**src/rtl/sample_page_scheduler.sv**
```systemverilog
// -----------------------------------------------------------------------------
// sample_page_scheduler
//
// Collects 8-bit ADC samples into a ping-pong pair of page buffers and feeds
// them to the I2C EEPROM leader one page at a time. The block issues the start
// address, supplies data bytes, and waits out the EEPROM write cycle (tWR)
// after every page. NACKed pages are retried and eventually abandoned. It also
// tracks how many pages were committed and flags dropped samples and a full
// memory.
//
// Ports:
//   CLK_50MHz      in   system clock, rising edge
//   RESET          in   asynchronous active-high reset
//   sample_valid   in   one-cycle strobe, sample_word valid
//   sample_word    in   8-bit ADC sample
//   eep_start      out  one-cycle pulse, begin page write at eep_addr
//   eep_addr       out  EEPROM byte address of the page being written
//   eep_byte_rd    in   one-cycle strobe, I2C leader takes the next byte
//   eep_byte_data  out  registered data byte, valid the cycle after eep_byte_rd
//   eep_done       in   one-cycle strobe, page transfer finished
//   eep_nack       in   qualified by eep_done, page was NACKed
//   pages_written  out  number of committed pages
//   overflow       out  sticky, a sample was dropped
//   write_error    out  sticky, a page was abandoned after MAX_RETRY retries
//   mem_full       out  the whole EEPROM has been written
// -----------------------------------------------------------------------------
module sample_page_scheduler #(
    parameter int PAGE_BYTES = 64,
    parameter int ADDR_W     = 16,
    parameter int MEM_PAGES  = 512,
    parameter int TWR_CYCLES = 250000,
    parameter int MAX_RETRY  = 3
) (
    input  logic                         CLK_50MHz,
    input  logic                         RESET,
    input  logic                         sample_valid,
    input  logic [7:0]                   sample_word,
    output logic                         eep_start,
    output logic [ADDR_W-1:0]            eep_addr,
    input  logic                         eep_byte_rd,
    output logic [7:0]                   eep_byte_data,
    input  logic                         eep_done,
    input  logic                         eep_nack,
    output logic [$clog2(MEM_PAGES):0]   pages_written,
    output logic                         overflow,
    output logic                         write_error,
    output logic                         mem_full
);

    localparam int IDX_W = $clog2(PAGE_BYTES);
    localparam int PP_W  = $clog2(MEM_PAGES) + 1;
    localparam int RT_W  = $clog2(MAX_RETRY + 1);
    localparam int TW_W  = $clog2(TWR_CYCLES + 1);

    localparam logic [IDX_W-1:0] LAST_IDX = IDX_W'(PAGE_BYTES - 1);

    // Drain FSM states
    localparam logic [2:0] ST_IDLE     = 3'd0;
    localparam logic [2:0] ST_START    = 3'd1;
    localparam logic [2:0] ST_XFER     = 3'd2;
    localparam logic [2:0] ST_TWR_WAIT = 3'd3;
    localparam logic [2:0] ST_FULL     = 3'd4;

    // Per-buffer state. The buffer being filled stays EMPTY until its last byte.
    localparam logic [1:0] BUF_EMPTY = 2'd0;
    localparam logic [1:0] BUF_READY = 2'd1;
    localparam logic [1:0] BUF_DRAIN = 2'd2;

    logic [2:0]            state_q, state_d;
    logic [1:0][1:0]       buf_st_q, buf_st_d;
    logic                  fill_sel_q, fill_sel_d;
    logic                  fill_avail_q, fill_avail_d;
    logic [IDX_W-1:0]      fill_idx_q, fill_idx_d;
    logic                  ready_first_q, ready_first_d;
    logic                  drain_sel_q, drain_sel_d;
    logic [IDX_W-1:0]      rd_idx_q, rd_idx_d;
    logic [RT_W-1:0]       retry_q, retry_d;
    logic [TW_W-1:0]       twr_cnt_q, twr_cnt_d;
    logic [PP_W-1:0]       page_ptr_q, page_ptr_d;
    logic [PP_W-1:0]       pages_written_q, pages_written_d;
    logic                  overflow_q, overflow_d;
    logic                  write_error_q, write_error_d;
    logic [7:0]            eep_byte_data_q, eep_byte_data_d;

    logic                  mem_we;
    logic                  other_sel;
    logic                  page_free;
    logic                  drain_pick;

    logic [7:0]            page_mem [2][PAGE_BYTES];

    assign other_sel = ~fill_sel_q;

    // The draining buffer is released on an ACK or on the final NACK.
    assign page_free = (state_q == ST_XFER) && eep_done &&
                       (!eep_nack || (retry_q == RT_W'(MAX_RETRY)));

    // Oldest READY buffer wins when both are waiting.
    assign drain_pick = ((buf_st_q[0] == BUF_READY) && (buf_st_q[1] == BUF_READY)) ?
                        ready_first_q : (buf_st_q[1] == BUF_READY);

    // NOTE: sample storage has no reset; only the buffer state flags need one,
    // and stale bytes are never read because a page is only drained once full.
    always_ff @(posedge CLK_50MHz) begin
        if (mem_we) begin
            page_mem[fill_sel_q][fill_idx_q] <= sample_word;
        end
    end

    always_comb begin
        // NOTE: every next-state value starts as a hold of the current state so
        // that no branch leaves one unassigned and no latch is inferred.
        state_d         = state_q;
        buf_st_d        = buf_st_q;
        fill_sel_d      = fill_sel_q;
        fill_avail_d    = fill_avail_q;
        fill_idx_d      = fill_idx_q;
        ready_first_d   = ready_first_q;
        drain_sel_d     = drain_sel_q;
        rd_idx_d        = rd_idx_q;
        retry_d         = retry_q;
        twr_cnt_d       = twr_cnt_q;
        page_ptr_d      = page_ptr_q;
        pages_written_d = pages_written_q;
        overflow_d      = overflow_q;
        write_error_d   = write_error_q;
        eep_byte_data_d = eep_byte_data_q;
        mem_we          = 1'b0;

        // ---------------- fill side ----------------
        if (sample_valid && (state_q != ST_FULL)) begin
            if (fill_avail_q) begin
                mem_we     = 1'b1;
                // PAGE_BYTES is a power of two, so the index wraps to 0 by itself.
                fill_idx_d = fill_idx_q + 1'b1;
                if (fill_idx_q == LAST_IDX) begin
                    buf_st_d[fill_sel_q] = BUF_READY;
                    if (buf_st_q[other_sel] != BUF_READY) begin
                        ready_first_d = fill_sel_q;
                    end
                    // A buffer released this very cycle is as good as EMPTY.
                    if ((buf_st_q[other_sel] == BUF_EMPTY) ||
                        (page_free && (drain_sel_q == other_sel))) begin
                        fill_sel_d = other_sel;
                    end else begin
                        fill_avail_d = 1'b0;
                    end
                end
            end else begin
                overflow_d = 1'b1;
            end
        end

        // Stalled filling restarts at index 0 of the buffer just released.
        if (!fill_avail_q && page_free) begin
            fill_sel_d   = drain_sel_q;
            fill_avail_d = 1'b1;
            fill_idx_d   = '0;
        end

        // ---------------- drain FSM ----------------
        case (state_q)
            ST_IDLE: begin
                if ((buf_st_q[0] == BUF_READY) || (buf_st_q[1] == BUF_READY)) begin
                    drain_sel_d          = drain_pick;
                    buf_st_d[drain_pick] = BUF_DRAIN;
                    rd_idx_d             = '0;
                    retry_d              = '0;
                    state_d              = ST_START;
                end
            end
            ST_START: begin
                state_d = ST_XFER;
            end
            ST_XFER: begin
                if (eep_byte_rd) begin
                    eep_byte_data_d = page_mem[drain_sel_q][rd_idx_q];
                    rd_idx_d        = rd_idx_q + 1'b1;
                end
                if (eep_done) begin
                    twr_cnt_d = TW_W'(TWR_CYCLES - 1);
                    state_d   = ST_TWR_WAIT;
                    if (!eep_nack) begin
                        buf_st_d[drain_sel_q] = BUF_EMPTY;
                        page_ptr_d            = page_ptr_q + 1'b1;
                        pages_written_d       = pages_written_q + 1'b1;
                    end else if (retry_q < RT_W'(MAX_RETRY)) begin
                        retry_d  = retry_q + 1'b1;
                        rd_idx_d = '0;
                    end else begin
                        // Give up on this page and move past the bad location.
                        write_error_d         = 1'b1;
                        buf_st_d[drain_sel_q] = BUF_EMPTY;
                        page_ptr_d            = page_ptr_q + 1'b1;
                    end
                end
            end
            ST_TWR_WAIT: begin
                if (twr_cnt_q == '0) begin
                    // The drained buffer is still in DRAIN only while retrying.
                    if (buf_st_q[drain_sel_q] == BUF_DRAIN) begin
                        state_d = ST_START;
                    end else if (page_ptr_q == PP_W'(MEM_PAGES)) begin
                        state_d = ST_FULL;
                    end else begin
                        state_d = ST_IDLE;
                    end
                end else begin
                    twr_cnt_d = twr_cnt_q - 1'b1;
                end
            end
            ST_FULL: begin
                state_d = ST_FULL;
            end
            default: begin
                state_d = ST_IDLE;
            end
        endcase
    end

    // NOTE: state registers use non-blocking assignments so every flop samples
    // the values computed for this cycle, independent of statement order.
    always_ff @(posedge CLK_50MHz or posedge RESET) begin
        if (RESET) begin
            state_q         <= ST_IDLE;
            buf_st_q        <= {BUF_EMPTY, BUF_EMPTY};
            fill_sel_q      <= 1'b0;
            fill_avail_q    <= 1'b1;
            fill_idx_q      <= '0;
            ready_first_q   <= 1'b0;
            drain_sel_q     <= 1'b0;
            rd_idx_q        <= '0;
            retry_q         <= '0;
            twr_cnt_q       <= '0;
            page_ptr_q      <= '0;
            pages_written_q <= '0;
            overflow_q      <= 1'b0;
            write_error_q   <= 1'b0;
            eep_byte_data_q <= '0;
        end else begin
            state_q         <= state_d;
            buf_st_q        <= buf_st_d;
            fill_sel_q      <= fill_sel_d;
            fill_avail_q    <= fill_avail_d;
            fill_idx_q      <= fill_idx_d;
            ready_first_q   <= ready_first_d;
            drain_sel_q     <= drain_sel_d;
            rd_idx_q        <= rd_idx_d;
            retry_q         <= retry_d;
            twr_cnt_q       <= twr_cnt_d;
            page_ptr_q      <= page_ptr_d;
            pages_written_q <= pages_written_d;
            overflow_q      <= overflow_d;
            write_error_q   <= write_error_d;
            eep_byte_data_q <= eep_byte_data_d;
        end
    end

    // page_ptr only changes on eep_done, so the address is stable for a transfer.
    assign eep_addr      = ADDR_W'({page_ptr_q, {IDX_W{1'b0}}});
    assign eep_start     = (state_q == ST_START);
    assign mem_full      = (state_q == ST_FULL);
    assign eep_byte_data = eep_byte_data_q;
    assign pages_written = pages_written_q;
    assign overflow      = overflow_q;
    assign write_error   = write_error_q;

endmodule

```
**config.mk**
```make
export PLATFORM = sky130hd
export DESIGN_NAME = sample_page_scheduler
export DESIGN_NICKNAME = d
export VERILOG_FILES = /design/src/rtl/sample_page_scheduler.sv
export SDC_FILE = /design/constraint.sdc
export NUM_CORES = 1
export LEC_CHECK = 0
export ABC_AREA = 1
export CAP_MARGIN = 20
export CORE_MARGIN = 5
export CORE_UTILIZATION = 30
export DETAILED_ROUTE_END_ITERATION = 16
export HOLD_SLACK_MARGIN = 0.12
export PLACE_DENSITY_LB_ADDON = 0.25
export SYNTH_ARGS = -nofsm -noshare
export SYNTH_HDL_FRONTEND = slang
export SYNTH_SLANG_ARGS = --single-unit
```
**constraint.sdc**
```tcl
create_clock -name CLK_50MHz -period 2.6 [get_ports CLK_50MHz]
set_input_delay 0.65 -clock CLK_50MHz [delete_from_list [all_inputs] [get_ports CLK_50MHz]]
set_output_delay 0.65 -clock CLK_50MHz [all_outputs]
set_load 0.005 [all_outputs]
```
==> flow_summary.toml <==
[power]
seqPwrFrac_pct = 50.5
vdd_ir_drop_max_mv = 0.609
p_leak_nw = 21.1
p_comb_share_pct = 6.6
power_switching_mw = 8.95
intPower_mw = 29.8
p_sw_share_pct = 23.1
pwr-share-clk_pct = 42.9
power_density_nw_per_um2 = 702

[route]
first_pass_iters = 6
wl_um = 136000
post-route-drc-count = 0
routed-via-count = 31800
ant_nets = 0
wl_per_cell_um = 20.2
routed_via_density = 4.74
drt_iter0_markers = 2614

[placed_design]
gp_congestion = 0.873
dp_hpwl_um = 85900
place_area_um2 = 51300
port_buffers = 45
place_inst = 6494

[yosys]
synth_ff_type = "edfxtp_1"
synth_top_area_cell = "edfxtp_1"
syn_inst = 4342
yosysMostFrequentCell = "nand2_1"
ys_ff_latch = 1097
synth.area.top_cells = "edfxtp_1, nand2_1, nand3_1, dfrtp_1, inv_1"
synthTopCellsByCount = "nand2_1, edfxtp_1, nand3_1"
ys_seq_area_share_pct = 69.5
synth_enable_flop_cells = 1024
netlist_area_um2 = 46900
avgSynthCellArea_um2 = 10.8
synth-async-reset-ratio_pct = 6.65
yosysTopAreaCellShare_pct = 65.6
yosysWarnings = 0
yosys.cell_types.count = 51

[floorplan]
core_area_um2 = 156000
die-area_um2 = 164000
num_rows = 145
io_pins = 52
start_util_pct = 30.1
die_x_um = 405
die_h_um = 405

[worst_setup_path]
crit_fanout = 32
path_class = "reg -> reg"
crit_path_end_kind = "flip-flop"
required_ps = 3220
crit_chain = "inv_8 -> buf_4 -> nand2_1 -> nand3_1 -> nand3_1 -> nand3_1 -> nand2_1 -> nand2_1 -> nand2_1 -> nor2_1 -> nand2_1 -> nand3_1 -> nand2_1"
cpMostUsedCell = "nand2_1"
critPathLaunchType = "flip-flop"
cpMaxStageDelayCell = "dfrtp_4"
max_stage_delay_ps = 560
rr_worst_depth = 13
worstPathArrival_ps = 3100
reg2reg_slack_ps = 120

[global_routing]
grt_pass1_vias = 31200
grt_pass1_wl_um = 202000
overflow = 0
grtUsageTotal_pct = 16.3
grt_max_degree = 98
antenna_found_initial = 5

[timing]
rsz0062_at_grt = "true"
final.period_utilization_pct = 95.3
hold_slack_ps = 245
slew_headroom_pct = 58.2
max_freq_mhz = 403
setup_viol = 0
slew_violations = 0
clock_skew_ps = 19.2
period_minus_slack_ps = 2480
hold_viol_final = 0
worstMarginPinSlew_ps = 620

[cts]
clock_path_buffers = 3
cts-buffers-inserted = 116
clkSlewWorstSetupHoldPaths_ps = 60
cts_tree = "built"
clock_latency_ps = 730
h-tree-depth = 3
ctsRootBufferMaster = "clkbuf_16"
cts.sink_count = 1097

[cells_and_area]
fin_area_um2 = 55200
final_util_pct = 35.4
area_delta_synth_final_pct = 17.7
drive_gt1_share_pct = 11.1
finalNetCount = 4577
fin_cells = 6714

[run_status]
status = "completed"

[hold_path]
hold_path.class = "in -> reg"
holdPathStages = 1

[run]
max_cap_violations = 0
[timing repair]
item / in CTS / in global routing
hold endpoints to repair: 3 / 0
hold buffers: 1 / 0
endpoints found under the setup margin: 4 / 5
pin swaps: 0 / 0
resized for setup: 4 / 5
buffers inserted: 1 / 0
[logic make-up (layout without fill, tap and decap cells)]
| kind of cell | count (synthesis) | in the layout | share of synthesized area, % |
|---|---|---|---|
| AND/OR/NAND/NOR | 2556 | 2556 | 22.9 |
| flip-flops | 1097 | 1097 | 69.5 |
| buffers and inverters | 527 | 835 | 5.42 |
| AO/OA/AOI/OAI | 129 | 129 | 1.49 |
| XOR/XNOR | 24 | 24 | 0.448 |
| adder cells (fa/ha/maj) | 7 | 7 | 0.187 |
| other | 1 | 7 | 0.00800 |
| multiplexers | 1 | 1 | 0.0214 |
[per-layer routing]
| metal | part of all wire (%) | track usage (%) | up-vias |
|---|---|---|---|
| met1 | 45 | 22.8 | 15500 |
| met3 | 6.4 | 3.11 | 208 |
| met5 | 0 | 0 | - |
| li1 | - | - | 15100 |
| met2 | 46 | 25.9 | 972 |
| met4 | 2.9 | 4.73 | 0 |
[worst paths after layout]
check / start / endpoint
min in group asynchronous: RESET / pages_written[8]
max in group asynchronous: RESET / fill_avail_q
setup reg to reg: drain_sel_q / eep_byte_data[2]
hold reg to reg: pages_written[9] / pages_written[9]
hold / removal: sample_word[0] / page_mem[1][256]
setup / recovery: drain_sel_q / eep_byte_data[2]
[worst max-delay path: cells and delay by family (launching register included)]
family,cells,cell delay (ps)
AND/OR/NAND/NOR,11,1180
buffers and inverters,2,590
flip-flops,1,560
[metrics by stage]
stage               setup slack (ps)  power (mW)  setup TNS (ps)
floorplan                       98.4        21.0               0
global placement                -215        22.5          -85330
detailed placement              -273        22.5          -97160
CTS                             7.74        39.2               0
global route                   -13.1        40.1           -13.1
finish                           121        38.8               0
[state kept, by name, summed over array words and instances (netlist names), 2 cells and up]
register and flops:
buf_st_q 4, state_q 3, retry_q 2, page_ptr_q 10, fill_idx_q 6, twr_cnt_q 18, eep_byte_data 8, rd_idx_q 6
pages_written 10, page_mem 1024
[power groups by stage]
stage,Combinational (mW),Sequential [mW],Clock [mW]
after floorplan,1.09,19.9,0
after CTS,2.57,19.6,17.0
after detailed placement,2.56,19.9,0
after global routing,2.75,19.6,17.8
final,2.56,19.6,16.6
after global placement,2.58,19.9,0
[cell type report]
type,count,area [um^2]
Antenna cell,1,2.50
Clock buffer,149,3080
Clock inverter,68,767
Fill cell,15400,101000
Inverter,280,1070
Multi-Input combinational cell,2723,11800
Sequential cell,1097,32600
Tap cell,2058,2570
Timing Repair Buffer,338,3290
[layout by cell type (no fill, tap or decap), types with 28 or more instances in the layout]
cell             Yosys  final
a21oi_1             30     28
clkbuf_1            53     28
dfrtp_1             72     65
clkbuf_16            0    116
buf_12               1     51
edfxtp_1          1024   1024
clkdlybuf4s50_1      0     35
o21ai_0             70     70
nand3_1            744    743
nor3_1              76     76
nor2_1             241    240
buf_4               14    243
inv_1              269    265
nand2_1           1459   1459
Note: power is estimated with default switching activity, not from simulation.
